File: src/rtl/mmio_uart_tx.sv
// -----------------------------------------------------------------------------
// mmio_uart_tx
//
// Memory-mapped 8N1 UART transmitter with a small byte FIFO.
//
//   TXDATA at BASE_ADDR     : a store with we[0] pushes dwdata[7:0]; reads 0.
//   STATUS at BASE_ADDR + 4 : {24'b0, count[3:0], ovf, empty, full, busy}.
//                             A store with we[0] and dwdata[3] clears ovf.
//
// Ports
//   clk        : system clock, all state changes on the rising edge
//   reset      : synchronous, active-high reset
//   daddr      : CPU data address (shared with dmem)
//   dwdata     : CPU store data
//   we         : CPU byte write enables, we[0] covers dwdata[7:0]
//   mmio_sel   : combinational, high when daddr hits either register
//   mmio_rdata : combinational read data for the addressed register
//   tx         : registered serial output, idle high
// -----------------------------------------------------------------------------
module mmio_uart_tx #(
   parameter logic [31:0] BASE_ADDR    = 32'hFFFF_0000,
   parameter int unsigned CLKS_PER_BIT = 16,
   parameter int unsigned FIFO_DEPTH   = 8
) (
   input  logic        clk,
   input  logic        reset,
   input  logic [31:0] daddr,
   input  logic [31:0] dwdata,
   input  logic [3:0]  we,
   output logic        mmio_sel,
   output logic [31:0] mmio_rdata,
   output logic        tx
);

   localparam logic [31:0] STATUS_ADDR = BASE_ADDR + 32'd4;
   localparam int unsigned PTR_W       = $clog2(FIFO_DEPTH);
   // Count must hold FIFO_DEPTH itself (up to 16), so it is one bit wider
   // than the largest pointer.
   localparam int unsigned CNT_W       = 5;
   localparam logic [CNT_W-1:0] DEPTH_C = CNT_W'(FIFO_DEPTH);
   localparam logic [15:0] BAUD_LOAD   = 16'(CLKS_PER_BIT - 1);

   typedef enum logic [1:0] {
      IDLE,
      START,
      DATA,
      STOP
   } state_t;

   state_t           state;
   logic [7:0]       mem [FIFO_DEPTH];
   logic [PTR_W-1:0] head;
   logic [PTR_W-1:0] tail;
   logic [CNT_W-1:0] count;
   logic             ovf;
   logic [15:0]      baud;
   logic [2:0]       bit_idx;
   logic [7:0]       shift;

   logic sel_data;
   logic sel_stat;
   logic empty;
   logic full;
   logic busy;
   logic pop;
   logic push_req;
   logic push_ok;
   logic ovf_set;
   logic ovf_clr;

   // Upper store bits and byte enables have no function in this block.
   logic unused_bits;
   assign unused_bits = &{1'b0, dwdata[31:8], we[3:1]};

   // -------------------------------------------------------------------------
   // Decode and FIFO handshake
   // -------------------------------------------------------------------------
   assign sel_data = (daddr == BASE_ADDR);
   assign sel_stat = (daddr == STATUS_ADDR);
   assign mmio_sel = sel_data | sel_stat;

   assign empty = (count == '0);
   assign full  = (count == DEPTH_C);
   assign busy  = (state != IDLE);

   // The FSM takes a byte when it is idle, or at the last cycle of a stop bit
   // so that queued frames go out with no idle gap between them.
   assign pop = !empty && ((state == IDLE) || ((state == STOP) && (baud == '0)));

   assign push_req = sel_data && we[0];
   // A full FIFO still accepts a byte when the head leaves on the same edge.
   assign push_ok  = push_req && (!full || pop);
   assign ovf_set  = push_req && !push_ok;
   assign ovf_clr  = sel_stat && we[0] && dwdata[3];

   // NOTE: every output of an always_comb gets a default first so that no
   // path through the block can leave it unassigned and infer a latch.
   always_comb begin
      mmio_rdata = 32'b0;
      if (sel_stat) begin
         mmio_rdata = {24'b0, count[3:0], ovf, empty, full, busy};
      end
   end

   // -------------------------------------------------------------------------
   // FIFO storage
   // NOTE: the data array is deliberately left out of reset; head, tail and
   // count define which entries are valid, so clearing it buys nothing.
   // -------------------------------------------------------------------------
   always_ff @(posedge clk) begin
      if (!reset && push_ok) begin
         mem[tail] <= dwdata[7:0];
      end
   end

   // -------------------------------------------------------------------------
   // FIFO pointers, flags and transmit FSM
   // NOTE: sequential state uses non-blocking assignments only, so every
   // right-hand side below sees the values from before this edge (e.g. the
   // pop reads mem[head] while head advances on the same edge).
   // -------------------------------------------------------------------------
   always_ff @(posedge clk) begin
      if (reset) begin
         state   <= IDLE;
         tx      <= 1'b1;
         count   <= '0;
         head    <= '0;
         tail    <= '0;
         ovf     <= 1'b0;
         baud    <= '0;
         bit_idx <= '0;
         shift   <= '0;
      end else begin
         if (push_ok) begin
            tail <= tail + PTR_W'(1);
         end
         if (pop) begin
            head <= head + PTR_W'(1);
         end

         unique case ({push_ok, pop})
            2'b10:   count <= count + CNT_W'(1);
            2'b01:   count <= count - CNT_W'(1);
            default: count <= count;
         endcase

         // A new overflow on this edge takes priority over a software clear.
         if (ovf_set) begin
            ovf <= 1'b1;
         end else if (ovf_clr) begin
            ovf <= 1'b0;
         end

         unique case (state)
            IDLE: begin
               if (pop) begin
                  shift <= mem[head];
                  baud  <= BAUD_LOAD;
                  tx    <= 1'b0;
                  state <= START;
               end
            end

            START: begin
               if (baud == '0) begin
                  baud    <= BAUD_LOAD;
                  bit_idx <= '0;
                  tx      <= shift[0];
                  state   <= DATA;
               end else begin
                  baud <= baud - 16'd1;
               end
            end

            DATA: begin
               if (baud == '0) begin
                  baud <= BAUD_LOAD;
                  if (bit_idx == 3'd7) begin
                     tx    <= 1'b1;
                     state <= STOP;
                  end else begin
                     // shift[0] is the bit on the line now; shift[1] is next.
                     bit_idx <= bit_idx + 3'd1;
                     shift   <= {1'b0, shift[7:1]};
                     tx      <= shift[1];
                  end
               end else begin
                  baud <= baud - 16'd1;
               end
            end

            STOP: begin
               if (baud == '0) begin
                  if (pop) begin
                     shift <= mem[head];
                     baud  <= BAUD_LOAD;
                     tx    <= 1'b0;
                     state <= START;
                  end else begin
                     state <= IDLE;
                  end
               end else begin
                  baud <= baud - 16'd1;
               end
            end

            default: begin
               state <= IDLE;
               tx    <= 1'b1;
            end
         endcase
      end
   end

endmodule

File: config.mk
export PLATFORM = sky130hd
export DESIGN_NAME = mmio_uart_tx
export DESIGN_NICKNAME = d
export VERILOG_FILES = /design/src/rtl/mmio_uart_tx.sv
export SDC_FILE = /design/constraint.sdc
export NUM_CORES = 1
export LEC_CHECK = 0
export BUFFER_PORTS_ARGS = -buffer_cell sky130_fd_sc_hd__buf_2
export CAP_MARGIN = 20
export CORE_MARGIN = 5
export CORE_UTILIZATION = 50
export CTS_CLUSTER_SIZE = 20
export DETAILED_ROUTE_END_ITERATION = 7
export PLACE_DENSITY = 0.73
export SYNTH_ARGS = -nofsm -noshare
export SYNTH_HDL_FRONTEND = slang
export SYNTH_SLANG_ARGS = --single-unit
File: constraint.sdc
create_clock -name clk -period 5.91 [get_ports clk]
set_input_delay 0.591 -clock clk [delete_from_list [all_inputs] [get_ports clk]]
set_output_delay 0.591 -clock clk [all_outputs]
set_load 0.02 [all_outputs]
======== Word-level counts from Yosys, hierarchy flattened ========
Memories as Yosys holds them, arrays and structs flattened. A register that Yosys moved wholly into a read port is not among the register bits.
Cells that the tools add are included.
storage, ports and cells
  flip-flop bits (word level) ............. 42
  RAM bits ................................ 64
  bits of input ports ..................... 70
  word-level logic and storage cells ...... 93
  memories kept ........................... 1
cells by class
  $add $sub $neg .......................... 6
  equal/unequal tests ..................... 15
  multiplexer cells ....................... 34
  bitwise logic cells ..................... 1
  reduce and logical (&&, ||, !) cells .... 27
memory list
  memory  depth  width  read ports  clocked after Yosys merged registers in  write ports  RTL line  RTL
  mem     8      8      1           1                                        1            51        logic [7:0] mem [FIFO_DEPTH];
operators with widths
  kind                                                 count
  == test 32 bit (second input constant)               2
  two-way mux 16 bit                                   3
  case mux 16 bit (3 select lines)                     1
  two-way mux 8 bit                                    5
  case mux 8 bit (3 select lines)                      1
  logical NOT 16 bit                                   1
  subtractor 16 x 1 -> 16 bit (second input constant)  1
  two-way mux 3 bit                                    5
  two-way mux 1 bit                                    10
  two-way mux 2 bit                                    5
  inequality test 2 bit (second input constant)        5
  case mux 5 bit (2 select lines)                      1
  adder 3 x 1 -> 3 bit (second input constant)         3
  logical AND 1 bit                                    8
  case mux 2 bit (4 select lines)                      1
  AND reduction 4 bit                                  2
  nonzero test 2 bit                                   4
  == test 2 bit (second input constant)                3
  case mux 3 bit (2 select lines)                      1
  adder 5 x 1 -> 5 bit (second input constant)         1
  == test 5 x 4 -> 1 bit (second input constant)       1
  logical NOT 5 bit                                    1
  AND reduction 5 bit                                  1
  subtractor 5 x 1 -> 5 bit (second input constant)    1
  11 further kinds                                     16

======== Logic depth before layout (Yosys ltp) ========
  word-level depth ........................ 9
  gate-level depth with buffers ........... 14
  gate-level depth less buffers ........... 14

======== Worst setup path after synthesis ========
No wires, ideal clock.
  path type ............................... input-to-reg
  start point ............................. input daddr[22]
  end point ............................... memory mem[2][0] (enable)
  data arrival time ....................... 2.822 ns
  required time ........................... 5.512 ns
  slack ................................... 2.690 ns
  cell stages on the path ................. 5
  buffers on the path ..................... 0
  cells stage by stage .................... nand4_1 or4_4 a2111o_4 nand2b_4 nor4b_1
on the way
  word-level cells in the longest chain between the ends .. 6
ends and longest elaborated chain
  what                                     RTL line  RTL
  from (decl)                              27        input logic [31:0] daddr,
  == test 32 bit                           78        assign sel_data = (daddr == BASE_ADDR);
  logical AND 1 bit                        90        assign push_req = sel_data && we[0];
  logical AND 1 bit                        92        assign push_ok = push_req && (!full || pop);
  logical AND 1 bit                        111       if (!reset && push_ok) begin
  two-way mux 1 bit                        111
  two-way mux 1 bit (not written as such)  112       mem[tail] <= dwdata[7:0];
  to (decl)                                51
Every way passes these cells.

======== Worst setup path after layout ========
  start point ............................. register state[0]
  end point ............................... memory mem[6][0] (enable)
on the way
  word-level cells in the longest chain between the ends .. 9
ends and longest elaborated chain
  what                                         RTL line  RTL
  from (decl)                                  50        state_t state;
  from (signal assigned)                       124       state <= IDLE;
  from (signal assigned)                       160       state <= START;
  from (signal assigned)                       169       state <= DATA;
  == test 2 bit                                88        assign pop = !empty && ((state == IDLE) || ((state == STOP) && (baud == '0)));
  logical AND 1 bit                            88
  logical OR 1 bit (*)                         88
  logical AND 1 bit (*)                        88
  logical OR 1 bit (*)                         92
  logical AND 1 bit (*)                        92
  logical AND 1 bit (*)                        111
  two-way mux 1 bit (*)                        111
  two-way mux 1 bit (not written as such) (*)  112
Every way passes the cells marked *; elsewhere a longest branch is shown, timed or not.

==> flow_summary.ini <==
[timing]
setup_viol = 0
rsz0062_at_grt = no
fin_ws_ns = 2.56
fin_crit_ns = 3.35
tns_ns = 0
finalCritPeriodShare_pct = 56.6
slew_headroom_pct = 27.1
fmaxAchievable_mhz = 299
hold_viol_final = 0
tightest_slew_ns = 1.09
finalMaxSlewViolations = 0
skew_ns = 0.0165

[logic_synthesis]
yosys_warnings = 0
syn_avg_cell_area_um2 = 11.9
ys_ff_latch = 109
synthCells = 445
async_flop_share_pct = 0
ys_seq_area_share_pct = 53.3
netlist_area_mm2 = 0.00530
synth_edf_count = 64
synthDistinctLibCells = 65
synthFlopType = edfxtp_1

[worst_setup_path]
max_stage_delay_ns = 0.91
crit_fanout = 8
worst_setup_path_end_kind = register
crit_type = register to register
cp-start-kind = register
worstPathCellList = ha_1 > and4bb_2 > nand4_2 > a2111o_4 > or2_1 > nor4b_2
slowest_stage = nor4b_2
rr_worst_depth = 6
worstPathArrival_ns = 3.35
critPathRequiredTime_ns = 5.91

[place]
port_buffers = 52
dp_hpwl_mm = 7.09
dpl.cell_count = 619
place_congestion = 0.772
post-place-ws_ns = 2.39
placed_cell_area_mm2 = 0.00560

[clocking]
htreeDepth = 3
cts_tree = built
cts-resized-gates = 0
clk_path_buf_depth = 2
cts_setup_buffers = 0
cts_buffers = 9
root_buffer = clkbuf_8
clock_latency_ns = 0.38
hold_buffers = 0
cts.sinks = 109
cts.clk_slew.worst_paths_ns = 0.11

[global_route]
grt_usage_pct = 16.4
grt_max_degree = 46
grt_pass1_wl_mm = 16.6
first_global_vias = 3466
antenna_found_initial = 0
grt_overflow = 0

[floorplan]
die-height_um = 113
die_area_mm2 = 0.0128
die_width_um = 113
ios = 104
rows = 37
core_area_mm2 = 0.0103
initial_core_util_pct = 51.3

[routing]
vias = 3478
routedWlPerCell_um = 15.9
routed_wirelength_mm = 10.2
drtPass1Iterations = 4
drt_iter0_drc = 193
postRouteAntennaNets = 0
post-route-drc-count = 0
vias_per_cell = 5.46

[pwr]
p_sw_share_pct = 39.1
p_int_w = 0.00154
combPwrFrac_pct = 42.5
netSwitchingPower_w = 0.000987
ir_drop_mv = 0.210
power.density_mw_per_mm2 = 432
clkPwrFrac_pct = 17.8
leakage_nw = 2.19
total_power_w = 0.00252
p_seq_share_pct = 39.6

[min_path]
whs_path_depth = 1
min_path_type = input pin to register

[run_status]
status = finished, final reports clean

[run]
drv_cap = 0

[final_layout]
fin_nets = 581
fin_area_mm2 = 0.00584
drive_above_1_share_pct = 22.8
fin_cells = 637
antenna_cells = 0
syn2layout_area_growth_pct = 10.3
==> synth_stat cells (4+ instances only) <==
| library cell | instances | area, µm² |
|---|---|---|
| mux2i_1 | 19 | 190 |
| o21ai_0 | 14 | 70.1 |
| edfxtp_1 | 64 | 1920 |
| a311oi_1 | 9 | 78.8 |
| nand3_1 | 8 | 40.0 |
| and3_1 | 4 | 25.0 |
| a21oi_1 | 16 | 80.1 |
| clkbuf_1 | 11 | 41.3 |
| xnor2_1 | 5 | 43.8 |
| nand4_1 | 7 | 43.8 |
| nor2_1 | 56 | 210 |
| buf_4 | 25 | 188 |
| nor4_1 | 7 | 43.8 |
| nand2_1 | 32 | 120 |
| or3_1 | 6 | 37.5 |
| dfxtp_1 | 45 | 901 |
| inv_1 | 15 | 56.3 |
| mux4_2 | 16 | 360 |
| nor3_1 | 7 | 35.0 |
| ha_1 | 14 | 175 |
==> placed cells by master, fill, tap and decap left out, types with 5 or more instances in the layout <==
cell type | Yosys | layout
a21oi_1 | 16 | 16
a311oi_1 | 9 | 9
buf_2 | 3 | 52
buf_4 | 25 | 5
clkbuf_8 | 0 | 9
conb_1 | 1 | 24
dfxtp_1 | 45 | 45
edfxtp_1 | 64 | 64
ha_1 | 14 | 14
inv_1 | 15 | 15
mux2i_1 | 19 | 19
mux4_2 | 16 | 16
nand2_1 | 32 | 32
nand3_1 | 8 | 8
nand4_1 | 7 | 7
nor2_1 | 56 | 56
nor3_1 | 7 | 7
nor4_1 | 7 | 7
nor4b_2 | 3 | 5
o21ai_0 | 14 | 14
or3_1 | 6 | 6
xnor2_1 | 5 | 5
==> per-layer routing <==
layer,wire [µm],track usage [%],share of wire [%],vias up
li1,-,-,-,1709
met1,4070,19.2,40,1691
met2,5480,29.9,54,68
met3,492,3.69,4.8,10
met4,120,4.97,1.2,0
met5,0,0,0,-
==> state kept, by name (all words and copies together) (netlist names), named ones only <==
register  flops
mem          64
baud         16
shift         8
count         5
bit_idx       3
head          3
tail          3
state         2
ovf           1
tx            1
==> worst paths after layout <==
path | slack, ns | startpoint | endpoint
worst min register to register | 0.48 | shift[7] | shift[7]
worst min-delay path | 0.46 | dwdata[7] | mem[4][7]
worst max register to register | 2.56 | state[0] | mem[6][0]
worst max-delay path | 2.56 | state[0] | mem[6][0]
==> through the flow <==
stage,util (%),hold slack (ns)
final,56.6,0.465
after detailed placement,54.2,0.459
after floorplan,-,0.436
after global routing,56.6,0.448
after global placement,54.2,0.451
after CTS,56.2,0.442
==> power groups by stage <==
| stage | registers [W] | clock network [W] | logic (W) |
|---|---|---|---|
| after detailed placement | 0.00104 | 0 | 0.00104 |
| after global placement | 0.00103 | 0 | 0.00100 |
| final | 0.00100 | 0.000450 | 0.00107 |
| after global routing | 0.00102 | 0.000497 | 0.00120 |
| after floorplan | 0.000976 | 0 | 0.000916 |
| after CTS | 0.00102 | 0.000465 | 0.00105 |
==> critical path: cells and delay by family, from the launching register on <==
kind	cells	cell delay (ns)
AO/OA/AOI/OAI	1	0.56
flip-flops	1	0.44
adder cells (fa/ha/maj)	1	0.31
AND/OR/NAND/NOR	4	1.65
==> cells by family (layout without fill, tap and decap cells) <==
kind of cell,after synthesis,count (layout),share of synthesized area [%]
and+or+nand+nor,156,156,16.0
DFF,109,109,53.3
AOI/OAI and AO/OA,63,63,8.48
buffers and inverters,56,89,5.95
muxes,38,38,11.3
adders and majority gates,15,15,3.69
xor gates and xnor gates,7,7,1.16
other,1,24,0.0708
==> area by class of cell <==
class / count / area [µm²]
Fill cell: 869 / 4480
Clock buffer: 9 / 124
Clock inverter: 7 / 86.3
Inverter: 15 / 56.3
Tap cell: 136 / 170
Timing Repair Buffer: 58 / 325
Multi-Input combinational cell: 303 / 2260
Sequential cell: 109 / 2820
Power figures use the tool's default switching activity.
